--- src/rtl/synth_pkg.sv ---
// synth_pkg: shared constants and helpers for the synth audio blocks
package synth_pkg;

    localparam int CIC_ORDER = 3;

    function automatic int cic_width(input int decim_log2);
        return CIC_ORDER * decim_log2 + 2;
    endfunction

endpackage

--- src/rtl/cic_integrator_chain.sv ---
// cic_integrator_chain: three modulo-2**W integrators, frame phase counter and decimated sample capture
module cic_integrator_chain
    import synth_pkg::*;
#(
    parameter int DECIM_LOG2 = 6,
    parameter int W          = cic_width(DECIM_LOG2)
) (
    input  logic         clk,
    input  logic         rst,
    input  logic         pdm_en,
    input  logic         pdm_in,
    output logic [W-1:0] sample,
    output logic         strobe
);

    logic [W-1:0]          i1;
    logic [W-1:0]          i2;
    logic [W-1:0]          i3;
    logic [DECIM_LOG2-1:0] phase;
    logic [W-1:0]          step;
    logic                  frame_end;

    assign step      = pdm_in ? W'(1) : '1;
    assign frame_end = pdm_en && (phase == '1);

    // integrate each enabled bit; on the last bit of a frame capture the new I3 and flag the combs
    always_ff @(posedge clk) begin
        if (rst) begin
            i1     <= '0;
            i2     <= '0;
            i3     <= '0;
            phase  <= '0;
            sample <= '0;
            strobe <= 1'b0;
        end else begin
            strobe <= frame_end;
            if (pdm_en) begin
                i1    <= i1 + step;
                i2    <= i2 + i1;
                i3    <= i3 + i2;
                phase <= phase + 1'b1;
                if (frame_end) sample <= i3 + i2;
            end
        end
    end

endmodule

--- src/rtl/pdm_decimator.sv ---
// pdm_decimator: 3rd-order CIC decimator turning a PDM bitstream into saturated signed PCM
module pdm_decimator
    import synth_pkg::*;
#(
    parameter int DATA_BITS  = 12,
    parameter int DECIM_LOG2 = 6
) (
    input  logic                 clk,
    input  logic                 rst,
    input  logic                 pdm_en,
    input  logic                 pdm_in,
    output logic [DATA_BITS-1:0] dout,
    output logic                 dout_valid
);

    localparam int             W      = cic_width(DECIM_LOG2);
    localparam logic [W-1:0]   POS_FS = W'(1) << (W - 2);

    logic [W-1:0]         sample;
    logic                 strobe;
    logic [W-1:0]         d1;
    logic [W-1:0]         d2;
    logic [W-1:0]         d3;
    logic [W-1:0]         c1;
    logic [W-1:0]         c2;
    logic [W-1:0]         c3;
    logic [1:0]           prime;
    logic [DATA_BITS-1:0] sat;

    cic_integrator_chain #(.DECIM_LOG2(DECIM_LOG2), .W(W)) u_int (
        .clk    (clk),
        .rst    (rst),
        .pdm_en (pdm_en),
        .pdm_in (pdm_in),
        .sample (sample),
        .strobe (strobe)
    );

    // the only out-of-range comb result is exactly +full-scale, which clamps to the largest code
    always_comb begin
        c1  = sample - d1;
        c2  = c1 - d2;
        c3  = c2 - d3;
        sat = (c3 == POS_FS) ? {1'b0, {(DATA_BITS-1){1'b1}}} : c3[W-2 -: DATA_BITS];
    end

    // advance the comb delays per decimated sample; hold off the output until the delays are filled
    always_ff @(posedge clk) begin
        if (rst) begin
            d1         <= '0;
            d2         <= '0;
            d3         <= '0;
            prime      <= '0;
            dout       <= '0;
            dout_valid <= 1'b0;
        end else begin
            dout_valid <= 1'b0;
            if (strobe) begin
                d1 <= sample;
                d2 <= c1;
                d3 <= c2;
                if (prime == 2'd3) begin
                    dout       <= sat;
                    dout_valid <= 1'b1;
                end else begin
                    prime <= prime + 2'd1;
                end
            end
        end
    end

endmodule

--- config.mk ---
export PLATFORM = sky130hd
export DESIGN_NAME = pdm_decimator
export DESIGN_NICKNAME = d
export VERILOG_FILES = /design/src/rtl/synth_pkg.sv /design/src/rtl/cic_integrator_chain.sv /design/src/rtl/pdm_decimator.sv
export SDC_FILE = /design/constraint.sdc
export NUM_CORES = 1
export LEC_CHECK = 0
export ABC_AREA = 1
export BUFFER_PORTS_ARGS = -buffer_cell sky130_fd_sc_hd__buf_4
export CAP_MARGIN = 5
export CORE_AREA = 2 2 171 173
export CTS_CLUSTER_DIAMETER = 120
export DETAILED_ROUTE_END_ITERATION = 8
export DIE_AREA = 0 0 173 175
export HOLD_SLACK_MARGIN = 0.03
export PLACE_DENSITY = 0.71
export RECOVER_POWER = 50
export SYNTH_ARGS = -nofsm -noshare
export SYNTH_HDL_FRONTEND = slang
export SYNTH_HIERARCHICAL = 1
export SYNTH_SLANG_ARGS = --single-unit
export TNS_END_PERCENT = 10
--- constraint.sdc ---
create_clock -name clk -period 7.5 [get_ports clk]
set_clock_uncertainty 0.2 [all_clocks]
set_input_delay 2.25 -clock clk [delete_from_list [all_inputs] [get_ports clk]]
set_output_delay 2.25 -clock clk [all_outputs]
set_load 0.01 [all_outputs]
==> qor.yml, run 1 <==
status: "finished with violations"
violations: "max-capacitance violations, max-slew violations"
layout_commonest_cell: "nand2_1"
ys_types: 49
start_kind: "flip-flop"
setup_violations: 0
fp.dieH_um: 175
hold_viol: 0
path_clk_slew_ns: 0.07
tritoncts: "done"
clock_path_buffers: 2
setup-tns-final_ns: 0
nets: 2112
synth-seq-cells: 162
cts_sinks: 162
crit_slowest_cell: "fa_1"
grt_use_met2_pct: 34.2
synth_area_sq_um: 12600
maxCapViolCount: 1
cts_resized: 0
synth_flop_cell: "dfxtp_1"
slowest_delay_ns: 0.43
synthArstFlopShare_pct: 0
core_sq_um: 28400
pwr-share-comb_pct: 20.4
io_pins: 17
crit_required_ns: 7.43
power.total_mw: 2.19
use_met1_pct: 24.1
grt_pass1_wl_um: 49400
p_sw_mw: 0.691
p_clk_share_pct: 37.0
seqPwrFrac_pct: 42.6
cts_buffers: 17
worstSetupPathType: "flip-flop to flip-flop"
postCtsHoldBufs: 0
root_buffer: "clkbuf_16"
synthCells: 1997
fill_cells: 2964
dpl.hpwl_um: 21700
drv_slew: 85
fmax_mhz: 175
tightest_slew_ns: 4.10
drc: 0
grt_setup_unrepaired: "no"
io_buffers: 16
wl_per_cell_um: 12.0
area_growth_pct: 6.89
worst_hold_path_type: "flip-flop to flip-flop"
gr-total-overflow: 0
cell_internal_pwr_mw: 1.50
power.density_nw_per_um2: 162
wl_um: 28600
dieArea_sq_um: 30300
slew_headroom_pct: -173
syn_nets: 2121
insertion_delay_ns: 0.43
grt.total_usage_pct: 19.2
firstDrtPassIters: 5
vias: 11726
swShare_pct: 31.5
grt_pass1_vias: 10965
n_antenna_cell: 0
met3_usage_pct: 2.46
yosysWarnings: 6
yosysSeqAreaShare_pct: 25.7
vias_per_cell: 4.92
busiest_layer: "met2"
rows: 62
peakVddDrop_mv: 0.113
layout_min_cycle_time_ns: 5.71
worstPathMaxFanout: 12
fin_crit_sh_pct: 76.1
htree_levels: 4
dieWidth_um: 173
ant_nets: 0
postCtsSetupBuffers: 0
leakagePower_nw: 7.50
synth_edf_count: 0
grt_max_degree: 100
endpoint_kind: "flip-flop"
mostFrequentLayoutCells: "nand2_1 (456), inv_1 (353), nor2_1 (235), a21oi_1 (164), dfxtp_1 (162)"
first_iter_violations: 703
drive_above_1_share_pct: 3.90
crit_top_cell: "a21oi_1"
cp.arrival_ns: 5.64
routabilityCongestion: 0.933
avgSynthCellArea_sq_um: 6.33
grt_antenna_before_repair: 0
start_util_pct: 44.5
power groups by stage:
| stage | Combinational (mW) | Sequential [mW] | Clock (mW) |
|---|---|---|---|
| 2_1_floorplan | 0.361 | 0.939 | 0 |
| 3_3_place_gp | 0.435 | 0.954 | 0 |
| 3_5_place_dp | 0.442 | 0.954 | 0 |
| 4_1_cts | 0.445 | 0.935 | 0.829 |
| 5_1_grt | 0.515 | 0.938 | 0.868 |
| 6_report | 0.448 | 0.934 | 0.810 |
Yosys cell counts, drive strengths merged, types with 2 or more instances:
library cell	count	area share, %
o21bai	14	0.83
a21boi	2	0.12
nand3	130	5.4
nand3b	10	0.59
clkinv	4	0.12
o211ai	8	0.51
nor2	240	7.4
a211oi	2	0.12
fa	5	0.79
a21oi	178	7.5
xor2	44	3.0
a21o	3	0.18
clkbuf	39	1.3
nor3	10	0.44
o21ai	132	5.3
nand2	467	14
ha	115	11
and2	10	0.49
o31ai	3	0.18
o21a	13	0.77
a31oi	2	0.099
buf	8	0.52
inv	355	11
dfxtp	162	26
nand4	10	0.49
xnor2	25	1.7
final timing paths:
| path | startpoint | to | slack (ns) | cells past startpoint |
|---|---|---|---|---|
| min | d1[2] | d1[2] | 0.26 | 2 |
| max reg2reg | u_int/sample[0] | dout[11] | 1.79 | 29 |
| max | u_int/sample[0] | dout[11] | 1.79 | 29 |
| min reg2reg | d1[2] | d1[2] | 0.26 | 2 |
cells by family after synthesis:
family / share of synthesized area [%]
AOI/OAI and AO/OA: 15.8
xor gates and xnor gates: 4.78
adders and majority gates: 12.2
buffers and inverters: 12.6
DFF: 25.7
and+or+nand+nor: 29.0
flip-flops by register name, summed over array words and instances (netlist names):
signal        flops
d1               20
d2               20
d3               20
u_int/i1         20
u_int/i2         20
u_int/i3         20
u_int/sample     20
dout             12
u_int/phase       6
prime             2
dout_valid        1
u_int/strobe      1
stage by stage:
| stage | worst slack [ns] | std cells | area, sq um | utilization, % | hold WS, ns |
|---|---|---|---|---|---|
| after floorplan | 2.73 | 1997 | 12600 | - | 0.237 |
| after global placement | 2.13 | 2353 | 13000 | 45.9 | 0.247 |
| after detailed placement | 1.98 | 2353 | 13000 | 45.9 | 0.255 |
| after CTS | 1.94 | 2385 | 13600 | 47.8 | 0.263 |
| after global routing | 1.13 | 2385 | 13500 | 47.6 | 0.289 |
| final | 1.79 | 2385 | 13500 | 47.6 | 0.262 |
worst max-delay path: cells and delay by family, from the launching register on:
family                     cells  cell delay [ns]
AOI/OAI and AO/OA             11             1.79
xor gates and xnor gates       2             0.37
adders and majority gates      4             1.29
buffers and inverters          4             0.27
DFF                            1             0.33
and+or+nand+nor                8             1.17
metal layers:
metal  vias up  share of wire, %
met2       193                47
met1      5172                48
met5         -                 0
li1       6323                 -
met4         0               1.8
met3        38               3.1
area by class of cell:
class,instances,area (sq um),share of cell area (%)
clock buffer,21,460,3.41
clock inverter,11,81.3,0.602
inverter,359,1350,9.97
multi-input combinational,1428,7810,57.8
sequential,162,3240,24.0
tap,384,480,3.56
timing repair buffer,20,93.8,0.694
Power figures use the tool's default switching activity.
==> run 2: changes to the inputs <==
--- a/config.mk
+++ b/config.mk
@@ -5,15 +5,15 @@
 export SDC_FILE = /design/constraint.sdc
 export NUM_CORES = 1
 export LEC_CHECK = 0
-export ABC_AREA = 1
+export ABC_AREA = 0
 export BUFFER_PORTS_ARGS = -buffer_cell sky130_fd_sc_hd__buf_4
 export CAP_MARGIN = 5
-export CORE_AREA = 2 2 171 173
+export CORE_AREA = 2 2 165 167
 export CTS_CLUSTER_DIAMETER = 120
 export DETAILED_ROUTE_END_ITERATION = 8
-export DIE_AREA = 0 0 173 175
+export DIE_AREA = 0 0 167 169
 export HOLD_SLACK_MARGIN = 0.03
-export PLACE_DENSITY = 0.71
+export PLACE_DENSITY = 0.73
 export RECOVER_POWER = 50
 export SYNTH_ARGS = -nofsm -noshare
 export SYNTH_HDL_FRONTEND = slang
==> constraint.sdc (replaced) <==
create_clock -name clk -period 5.25 [get_ports clk]
set_clock_uncertainty 0.2 [all_clocks]
set_input_delay 1.575 -clock clk [delete_from_list [all_inputs] [get_ports clk]]
set_output_delay 1.575 -clock clk [all_outputs]
set_load 0.01 [all_outputs]
==> qor.yml, run 2 <==
stdcell_count: 1908  # -20%
io_pins: 17  # unchanged
core_sq_um: 26500  # -6.7%
worstSetupPathType: "flip-flop to flip-flop"
start_util_pct: 44.2  # -0.32 points
wl_um: 26600  # -6.8%
layout_min_cycle_time_ns: 5.71  # +0.00243 ns
hold_ws_ns: 0.267  # +0.00519 ns
yosysTopAreaCell: "dfxtp_1"
synthArstFlopShare_pct: 0  # unchanged
hold_viol: 0  # unchanged
endpoint_kind: "flip-flop"
crit_slowest_cell: "dfxtp_2"
avgSynthCellArea_sq_um: 8.18  # +29%
synth_commonest_cells: "nor2_1 (166), dfxtp_1 (162), nand2_1 (126)"
yosysTopAreaCellShare_pct: 27.7  # +2.0 points
yosysWarnings: 6  # unchanged
synth_edf_count: 0  # unchanged
cts_sinks: 162  # unchanged
setup-tns-final_ns: -6.10  # -6.10 ns
drc: 0  # unchanged
maxCapViolCount: 1  # unchanged
area_growth_pct: 18.2
pwr-share-comb_pct: 19.9  # -0.5 points
synth_area_sq_um: 11700  # -7.3%
slowest_delay_ns: 0.33  # -0.10 ns
first_iter_violations: 517  # -26%
synth_flop_cell: "dfxtp_1"
root_buffer: "clkbuf_16"
dieArea_sq_um: 28200  # -6.8%
grt.total_usage_pct: 18.9  # -0.26 points
grt_pass1_wl_um: 45700  # -7.5%
routabilityCongestion: 0.903  # -3.3%
rows: 60  # -3.2%
leakagePower_nw: 5.97  # -20%
nets: 1679  # -21%
drv_slew: 56  # -34%
grt_pass1_vias: 10228  # -6.7%
dieWidth_um: 167  # -3.5%
layout_commonest_cell: "nor2_1"
n_antenna_cell: 0  # unchanged
firstDrtPassIters: 5  # unchanged
yosysSeqAreaShare_pct: 27.7  # +2.0 points
drive_above_1_share_pct: 16.4  # +13 points
dpl.hpwl_um: 19500  # -10%
p_clk_share_pct: 38.0  # +1.0 points
start_kind: "flip-flop"
synth-seq-cells: 162  # unchanged
syn_nets: 1556  # -27%
violations: "max-capacitance violations, max-slew violations, negative setup slack"
worstPathMaxFanout: 6  # -6
ys_types: 90  # +84%
insertion_delay_ns: 0.43  # about the same
crit_top_cell: "buf_4"
cts_buffers: 17  # unchanged
gr-total-overflow: 0  # unchanged
fmax_mhz: 175  # about the same
dp_cells: 1856  # -21%
ant_nets: 0  # unchanged
p_sw_mw: 0.967  # +40%
synthTopCellsByArea: "dfxtp_1 (28%), ha_1 (12%), mux2i_1 (7.1%)"
crit_required_ns: 5.37  # -2.06 ns
fin_crit_sh_pct: 109  # +33 points
setup_violations: 22  # +22
fill_cells: 2431  # -18%
peakVddDrop_mv: 0.208  # +85%
synthCells: 1432  # -28%
fin_ws_ns: -0.462  # -2.25 ns
vias: 10541  # -10%
io_buffers: 16  # unchanged
slew_headroom_pct: -52.6  # +120 points
vias_per_cell: 5.52  # +12%
power.density_nw_per_um2: 231  # +43%
wl_per_cell_um: 14.0  # +17%
mostFrequentLayoutCells: "nor2_1 (162), dfxtp_1 (160), buf_4 (141), nand2_1 (125), ha_1 (113)"
worst_hold_path_type: "flip-flop to flip-flop"
postCtsHoldBufs: 0  # unchanged
grt_setup_unrepaired: "yes"
swShare_pct: 30.2  # -1.3 points
power.total_mw: 3.20  # +46%
fp.dieH_um: 169  # -3.4%
status: "finished with violations"
cp.arrival_ns: 5.83  # +0.19 ns
htree_levels: 4  # unchanged
cell_internal_pwr_mw: 2.23  # +49%
synth_most_common_cell: "nor2_1"
clock_path_buffers: 2  # unchanged
seqPwrFrac_pct: 42.1  # -0.5 points
tritoncts: "done"
path_clk_slew_ns: 0.06  # about the same
grt_antenna_before_repair: 0  # unchanged
grt_max_degree: 67  # -33%
tightest_slew_ns: 2.29  # -1.81 ns
fin_util_pct: 52.3  # +4.7 points
==> run 2: cell count changes in the layout (fill, tap and decap cells not counted), sizes merged, moves of 13 or more <==
cell and change:
inv -272, buf +138, nor3 +29, xnor2 +27, a21o +33, a211oi +25
nand2 -340, nand3 -94, mux2i +83, xor2 -13, nor2 -74, nor2b +17
a21oi -74, o21ai -78
==> run 2: cells by family after synthesis <==
logic type | count (synthesis) | synth area share, %
xor gates and xnor gates | 84 | 6.46
DFF | 162 | 27.7
and+or+nand+nor | 476 | 19.1
AOI/OAI and AO/OA | 361 | 21.3
adders and majority gates | 120 | 13.1
buffers and inverters | 140 | 4.57
muxes | 89 | 7.70
==> run 2: worst paths after layout <==
| check | startpoint | depth (start not counted) | end | slack [ns] |
|---|---|---|---|---|
| min | dout[5] | 2 | dout[5] | 0.27 |
| max reg2reg | u_int/sample[0] | 30 | dout[4] | -0.46 |
| max | u_int/sample[0] | 30 | dout[4] | -0.46 |
| min reg2reg | dout[5] | 2 | dout[5] | 0.27 |
==> run 2: timing repair <==
item | 4_1_cts | 5_1_grt
endpoints found under the hold margin | 0 | 0
pin swaps | 30 | 32
cloned | 1 | 0
setup buffers | 14 | 6
resized for setup | 27 | 20
endpoints found under the setup margin | 12 | 13
==> run 2: critical path, delay by kind of cell, from the launching register on <==
family | cells | cell delay, ns
AO/OA/AOI/OAI | 13 | 2.23
adder cells (fa/ha/maj) | 4 | 1.09
AND/OR/NAND/NOR | 5 | 0.68
buffers and inverters | 6 | 0.58
flip-flops | 1 | 0.33
multiplexers | 1 | 0.25
XOR/XNOR | 1 | 0.23
==> run 2: power by group through the flow <==
stage	logic, mW	registers, mW	clock network (mW)
after CTS	0.632	1.35	1.24
final	0.636	1.35	1.22
after detailed placement	0.630	1.37	0
after floorplan	0.515	1.36	0
after global routing	0.715	1.36	1.29
after global placement	0.608	1.37	0
==> run 2: layout make-up <==
class	instances	area (sq um)	share of cell area, %
multi-input cells	1131	8140	58.8
flip-flops and latches	162	3250	23.5
repair buffers	160	1150	8.28
clock buffers	19	453	3.27
well taps	341	427	3.08
inverters	83	312	2.25
clock inverters	12	125	0.904
==> run 2: metal layers <==
layer	wire length, um	vias to the layer above	share of wire (%)	GRT usage [%]
li1	-	5435	-	-
met1	11900	4901	45	21.8
met2	13300	156	50	35.2
met4	690	0	2.6	6.90
met3	688	49	2.6	3.04
met5	0	-	0	0
==> run 2: per-stage QoR <==
| step | setup WS [ns] | instance area, sq um |
|---|---|---|
| 2_1_floorplan | -0.278 | 11700 |
| 3_3_place_gp | -0.601 | 13000 |
| 3_5_place_dp | -0.822 | 13000 |
| 4_1_cts | -0.543 | 13800 |
| 5_1_grt | -0.933 | 13800 |
| 6_report | -0.462 | 13800 |
